--- config.mk ---
export PLATFORM = sky130hd
export DESIGN_NAME = tqvp_spi_multi_bridge
export DESIGN_NICKNAME = d
export VERILOG_FILES = /design/src/rtl/tqvp_spi_multi_bridge.sv
export SDC_FILE = /design/constraint.sdc
export NUM_CORES = 1
export LEC_CHECK = 0
export BUFFER_PORTS_ARGS = -buffer_cell sky130_fd_sc_hd__buf_2
export CAP_MARGIN = 20
export CORE_MARGIN = 2
export CORE_UTILIZATION = 56
export CTS_BUF_LIST = sky130_fd_sc_hd__clkbuf_16
export DETAILED_ROUTE_END_ITERATION = 8
export PLACE_DENSITY = 0.86
export SETUP_SLACK_MARGIN = 0.4
export SLEW_MARGIN = 10
export SYNTH_ARGS = -nofsm -noshare
export SYNTH_HDL_FRONTEND = slang
export SYNTH_SLANG_ARGS = --single-unit
--- constraint.sdc ---
create_clock -name clk -period 6.23 [get_ports clk]
set_input_delay 0 -clock clk [delete_from_list [all_inputs] [get_ports clk]]
set_output_delay 0 -clock clk [all_outputs]
set_load 0.02 [all_outputs]
--- src/rtl/tqvp_spi_multi_bridge.sv ---
// SPI-slave register bridge: an external host reads/writes registers on one of
// NCH TinyQV-style peripherals using a single MSB-first frame per access.
module tqvp_spi_multi_bridge #(
  parameter int ADDR_W  = 6,
  parameter int NCH     = 4,
  parameter int TIMEOUT = 255
) (
  input  logic                clk,
  input  logic                rst,
  input  logic                spi_cs_n,
  input  logic                spi_clk,
  input  logic                spi_mosi,
  output logic                spi_miso,
  output logic [ADDR_W-1:0]   address,
  output logic [31:0]         data_in,
  output logic [1:0]          data_write_n,
  output logic [1:0]          data_read_n,
  output logic [NCH-1:0]      chan_sel,
  input  logic [32*NCH-1:0]   data_out,
  input  logic [NCH-1:0]      data_ready,
  output logic                busy,
  output logic                err_timeout
);

  localparam int CH_W    = $clog2(NCH);
  localparam int HDR_LEN = 3 + CH_W + ADDR_W;
  localparam logic [7:0]  HDR_LAST = 8'(HDR_LEN - 1);
  localparam logic [15:0] TO_LAST  = 16'(TIMEOUT - 1);

  typedef enum logic [2:0] {IDLE, HDR, WR_DATA, WR_STB, RD_WAIT, RD_SHIFT, DONE} state_t;

  // Header layout in frame order, MSB first.
  typedef struct packed {
    logic              wr;
    logic [1:0]        txn;
    logic [CH_W-1:0]   ch;
    logic [ADDR_W-1:0] addr;
  } hdr_t;

  function automatic logic [5:0] txn_bits(input logic [1:0] t);
    case (t)
      2'b00:   return 6'd8;
      2'b01:   return 6'd16;
      default: return 6'd32;
    endcase
  endfunction

  function automatic logic [31:0] txn_mask(input logic [1:0] t);
    case (t)
      2'b00:   return 32'h0000_00FF;
      2'b01:   return 32'h0000_FFFF;
      default: return 32'hFFFF_FFFF;
    endcase
  endfunction

  state_t                 state;
  logic                   spi_clk_q, cs_q;
  logic [HDR_LEN-2:0]     hdr_sr;
  logic [7:0]             bit_cnt;
  logic [15:0]            wait_cnt;
  logic [1:0]             width;
  logic [CH_W-1:0]        chan;
  logic [31:0]            sr;
  logic                   rd_armed;

  logic                   sclk_rise, sclk_fall, cs_fall;
  hdr_t                   hdr_w;
  logic [NCH-1:0][31:0]   dout_a;
  logic [31:0]            sel_data, rd_ld;
  logic [5:0]             nbits;
  logic [7:0]             n_last;

  assign sclk_rise = spi_clk & ~spi_clk_q;
  assign sclk_fall = ~spi_clk & spi_clk_q;
  assign cs_fall   = cs_q & ~spi_cs_n;
  assign hdr_w     = {hdr_sr, spi_mosi};
  assign dout_a    = data_out;
  assign sel_data  = dout_a[chan];
  assign nbits     = txn_bits(width);
  assign n_last    = {2'b00, nbits} - 8'd1;
  // A timed-out read returns all ones within the transaction width.
  assign rd_ld     = data_ready[chan] ? (sel_data & txn_mask(width)) : txn_mask(width);
  assign busy      = (state != IDLE);

  always_ff @(posedge clk) begin
    if (rst) begin
      state        <= IDLE;
      spi_clk_q    <= 1'b0;
      cs_q         <= 1'b1;
      hdr_sr       <= '0;
      bit_cnt      <= '0;
      wait_cnt     <= '0;
      width        <= 2'b11;
      chan         <= '0;
      sr           <= '0;
      rd_armed     <= 1'b0;
      spi_miso     <= 1'b0;
      address      <= '0;
      data_in      <= '0;
      data_write_n <= 2'b11;
      data_read_n  <= 2'b11;
      chan_sel     <= '0;
      err_timeout  <= 1'b0;
    end else begin
      spi_clk_q <= spi_clk;
      cs_q      <= spi_cs_n;
      // CS high aborts any frame; a strobe already on the bus just ends.
      if (state != IDLE && spi_cs_n) begin
        state        <= IDLE;
        chan_sel     <= '0;
        spi_miso     <= 1'b0;
        data_write_n <= 2'b11;
        data_read_n  <= 2'b11;
      end else begin
        case (state)
          IDLE: if (cs_fall) begin
            state       <= HDR;
            bit_cnt     <= '0;
            err_timeout <= 1'b0;
          end
          HDR: if (sclk_rise) begin
            hdr_sr  <= {hdr_sr[HDR_LEN-3:0], spi_mosi};
            bit_cnt <= bit_cnt + 8'd1;
            if (bit_cnt == HDR_LAST) begin
              address  <= hdr_w.addr;
              chan     <= hdr_w.ch;
              width    <= hdr_w.txn;
              chan_sel <= NCH'(1) << hdr_w.ch;
              bit_cnt  <= '0;
              wait_cnt <= '0;
              sr       <= '0;
              rd_armed <= 1'b0;
              if (hdr_w.txn == 2'b11) state <= DONE;
              else if (hdr_w.wr)      state <= WR_DATA;
              else begin
                state       <= RD_WAIT;
                data_read_n <= hdr_w.txn;
              end
            end
          end
          WR_DATA: if (sclk_rise) begin
            sr      <= {sr[30:0], spi_mosi};
            bit_cnt <= bit_cnt + 8'd1;
            if (bit_cnt == n_last) begin
              data_in      <= {sr[30:0], spi_mosi};
              data_write_n <= width;
              state        <= WR_STB;
            end
          end
          WR_STB: begin
            data_write_n <= 2'b11;
            state        <= DONE;
          end
          RD_WAIT: begin
            if (data_ready[chan] || wait_cnt == TO_LAST) begin
              sr          <= rd_ld;
              spi_miso    <= rd_ld[nbits - 6'd1];
              err_timeout <= err_timeout | ~data_ready[chan];
              data_read_n <= 2'b11;
              state       <= RD_SHIFT;
            end else begin
              wait_cnt <= wait_cnt + 16'd1;
            end
          end
          // Only a fall that follows a rise seen in this state advances, so the
          // trailing fall of the last header bit can never skip a data bit.
          RD_SHIFT: begin
            if (sclk_rise) rd_armed <= 1'b1;
            else if (sclk_fall && rd_armed) begin
              rd_armed <= 1'b0;
              if (bit_cnt == n_last) begin
                spi_miso <= 1'b0;
                state    <= DONE;
              end else begin
                bit_cnt  <= bit_cnt + 8'd1;
                sr       <= sr << 1;
                spi_miso <= sr[nbits - 6'd2];
              end
            end
          end
          DONE: ;
          default: state <= IDLE;
        endcase
      end
    end
  end

endmodule
==> flow_metrics.tcl <==
set metrics [dict create \
    peakVddDrop_mv 0.203 \
    finalHoldViolCount 0 \
    syn_nets 856 \
    grt_pass1_wl_mm 27.7 \
    firstDrtPassIters 5 \
    design_area_sq_mm 0.00789 \
    wl_per_cell_microns 17.1 \
    gr-total-overflow 0 \
    core_sq_mm 0.0109 \
    clkSinkCount 123 \
    synth_flop_cell "dfxtp_1" \
    slowest_delay_ns 0.56 \
    antenna_left 0 \
    r2r_cells 8 \
    critPathCaptureType "flop" \
    routabilityCongestion 0.906 \
    async_reset_ff_frac 0 \
    layout_min_cycle_time_ns 3.50 \
    num_rows 38 \
    io_pins 186 \
    antenna_cells 0 \
    area_growth_pct 24.9 \
    final_nets 1019 \
    worst_path_max_delay_cell "buf_4" \
    wirelength_mm 17.5 \
    yosysMostFrequentCell "dfxtp_1" \
    met2_usage 0.490 \
    crit_fanout 61 \
    initial_utilization 0.578 \
    yosysTopAreaCell "dfxtp_1" \
    yosysWarnings 0 \
    cts_resized 0 \
    antenna_found_initial 0 \
    clock_skew_ns 0.00678 \
    rsz0062_at_grt "no" \
    grt_pass1_vias 5780 \
    drc 0 \
    first_iter_violations 730 \
    busiest_layer "met2" \
    die_y_microns 110 \
    crit_path_start_kind "flop" \
    grt_start_max_net_pins 88 \
    cp-startpoint "chan[0]" \
    cts_tree "yes" \
    dpl-instance-area_sq_mm 0.00733 \
    maxCapViolations 0 \
    dieWidth_microns 110 \
    max_freq_mhz 285 \
    finalCritPeriodShare 0.563 \
    drive_above_1_share 0.302 \
    finalSetupViolCount 0 \
    holdCritPathClass "primary input to flop" \
    yosys-top-cells-area "dfxtp_1, mux4_2, nand2_1" \
    cellPowerDensity_mw_per_mm2 305 \
    synth_common_cells "dfxtp_1, nand2_1, nor2_1, a21oi_1, clkbuf_1" \
    worstReg2RegStart "chan[0]" \
    leakagePower_nw 3.21 \
    slew_headroom 0.301 \
    htreeDepth 4 \
    drv_slew 0 \
    arrival_ns 3.80 \
    num_vias 6119 \
    clk_latency_ns 0.40 \
    io_buffers 185 \
    cts-buffers-inserted 17 \
    grt.met1_usage 0.371 \
    tightest_slew_ns 1.04 \
    gr-usage-all-layers 0.294 \
    ys_seq_elements 123 \
    ys_seq_area_frac 0.390 \
    rr_endpoint "sr[5]" \
    cp-endpoint "sr[5]" \
    whs_path_depth 4 \
    via_per_inst 5.95 \
    cp_common_cell "buf_4" \
    dieArea_sq_mm 0.0122 \
    path_clk_slew_ns 0.05 \
    finalCoreUtilization 0.722 \
    yosysTopAreaCellShare 0.390 \
    critPathKind "flop to flop" \
    syn_avg_cell_area_sq_um 8.86 \
    status "finished, final reports clean" \
    clk_path_buf_depth 2 \
    path_buf_inv 2 \
    final.setup.tns_ns 0 \
    cpLargestDelayFamily "buffers and inverters" \
    synth_edf_count 0 \
    synth_area_sq_mm 0.00632 \
    cp.required_ns 6.52 \
    grtUsageMet3 0.0658 \
    cp_cell_sequence "buf_4 > mux2i_1 > mux2_2 > a211oi_2 > nor4b_4 > buf_4 > nor2_1 > a311oi_1" \
    cts-root-buf "clkbuf_16" \
    dp_hpwl_mm 12.1 \
    path_depth 8 \
    r2r_slack_ns 2.73 \
    syn_inst 713 \
    yosysUniqueCellTypes 53 \
]
[worst min path at each step]
stage,start,endpoint,slack [ns]
finish,data_out[19],sr[19],0.23
global route,data_out[10],sr[10],0.23
CTS,data_out[117],sr[21],0.22
detailed placement,spi_clk,spi_clk_q,0.27
global placement,spi_clk,spi_clk_q,0.25
floorplan,spi_clk,spi_clk_q,0.13
[state kept, by name (all words and copies together), names as in the netlist]
signal,cells
bit_cnt,8
state,3
chan,2
data_in,32
err_timeout,1
width,2
sr,31
address,6
hdr_sr,10
rd_armed,1
spi_clk_q,1
chan_sel,4
data_read_n,2
spi_miso,1
data_write_n,2
wait_cnt,16
cs_q,1
[layer usage]
| metal | up-vias | routed length, microns |
|---|---|---|
| li1 | 2890 | - |
| met1 | 2848 | 6790 |
| met2 | 347 | 8740 |
| met3 | 34 | 1630 |
| met4 | 0 | 374 |
| met5 | - | 0 |
[worst register-to-register path: stages, from the launching register on]
cell and delay, ns:
dfxtp_2 0.48, buf_4 0.56, mux2i_1 0.20, mux2_2 0.53, a211oi_2 0.40, nor4b_4 0.24, buf_4 0.52, nor2_1 0.16
a311oi_1 0.31
[power by group]
part | total, W | switching [W] | leakage, nW | internal [W]
Combinational | 0.000529 | 0.000309 | 1.95 | 0.000220
Clock | 0.000889 | 0.000350 | 0.265 | 0.000539
Sequential | 0.000989 | 0.000112 | 0.996 | 0.000878
Total | 0.00241 | 0.000770 | 3.21 | 0.00164
[cell type report]
cell class / instances / area (sq um)
flip-flops and latches: 123 / 2460
multi-input cells: 529 / 3630
fillers: 822 / 3040
inverters: 9 / 33.8
clock buffers: 17 / 425
repair buffers: 196 / 1060
well taps: 140 / 175
clock inverters: 14 / 109
[placed cells by master (no fill, tap or decap), types with 6 or more instances in the layout]
cell type | synthesis | layout
nand2b_1 | 6 | 6
buf_4 | 0 | 6
nand2_1 | 114 | 114
nand4_1 | 13 | 13
ha_1 | 6 | 6
dfxtp_1 | 123 | 121
mux2i_1 | 32 | 32
o21ai_0 | 40 | 39
xor2_1 | 18 | 18
a311oi_1 | 31 | 31
nor3_1 | 7 | 7
clkbuf_16 | 0 | 17
nor2b_1 | 8 | 8
inv_1 | 9 | 10
nor3b_1 | 6 | 6
clkinv_2 | 0 | 7
a21oi_1 | 46 | 46
mux4_2 | 34 | 34
nor2_1 | 95 | 95
buf_2 | 3 | 185
and3_1 | 7 | 7
and2_1 | 6 | 6
nand3_1 | 10 | 10
[stage by stage]
stage	cells	power [W]	setup WS [ns]	hold slack, ns
after global routing	1028	0.00253	2.39	0.234
after global placement	991	0.00149	2.90	0.249
after detailed placement	994	0.00151	2.82	0.268
after floorplan	713	0.00135	3.43	0.128
final	1028	0.00241	2.73	0.230
after CTS	1028	0.00241	2.73	0.217
[cell families after synthesis]
logic type / after synthesis / synth area share
AOI/OAI and AO/OA: 139 / 0.139
DFF: 123 / 0.390
xor gates and xnor gates: 23 / 0.0341
adders and majority gates: 6 / 0.0119
buffers and inverters: 61 / 0.0368
muxes: 68 / 0.175
and+or+nand+nor: 293 / 0.213
[repair_timing]
item | 4_1_cts | 5_1_grt
setup buffers | 0 | 0
endpoints found under the hold margin | 5 | 0
hold buffers | 3 | 0
Power figures use the tool's default switching activity.
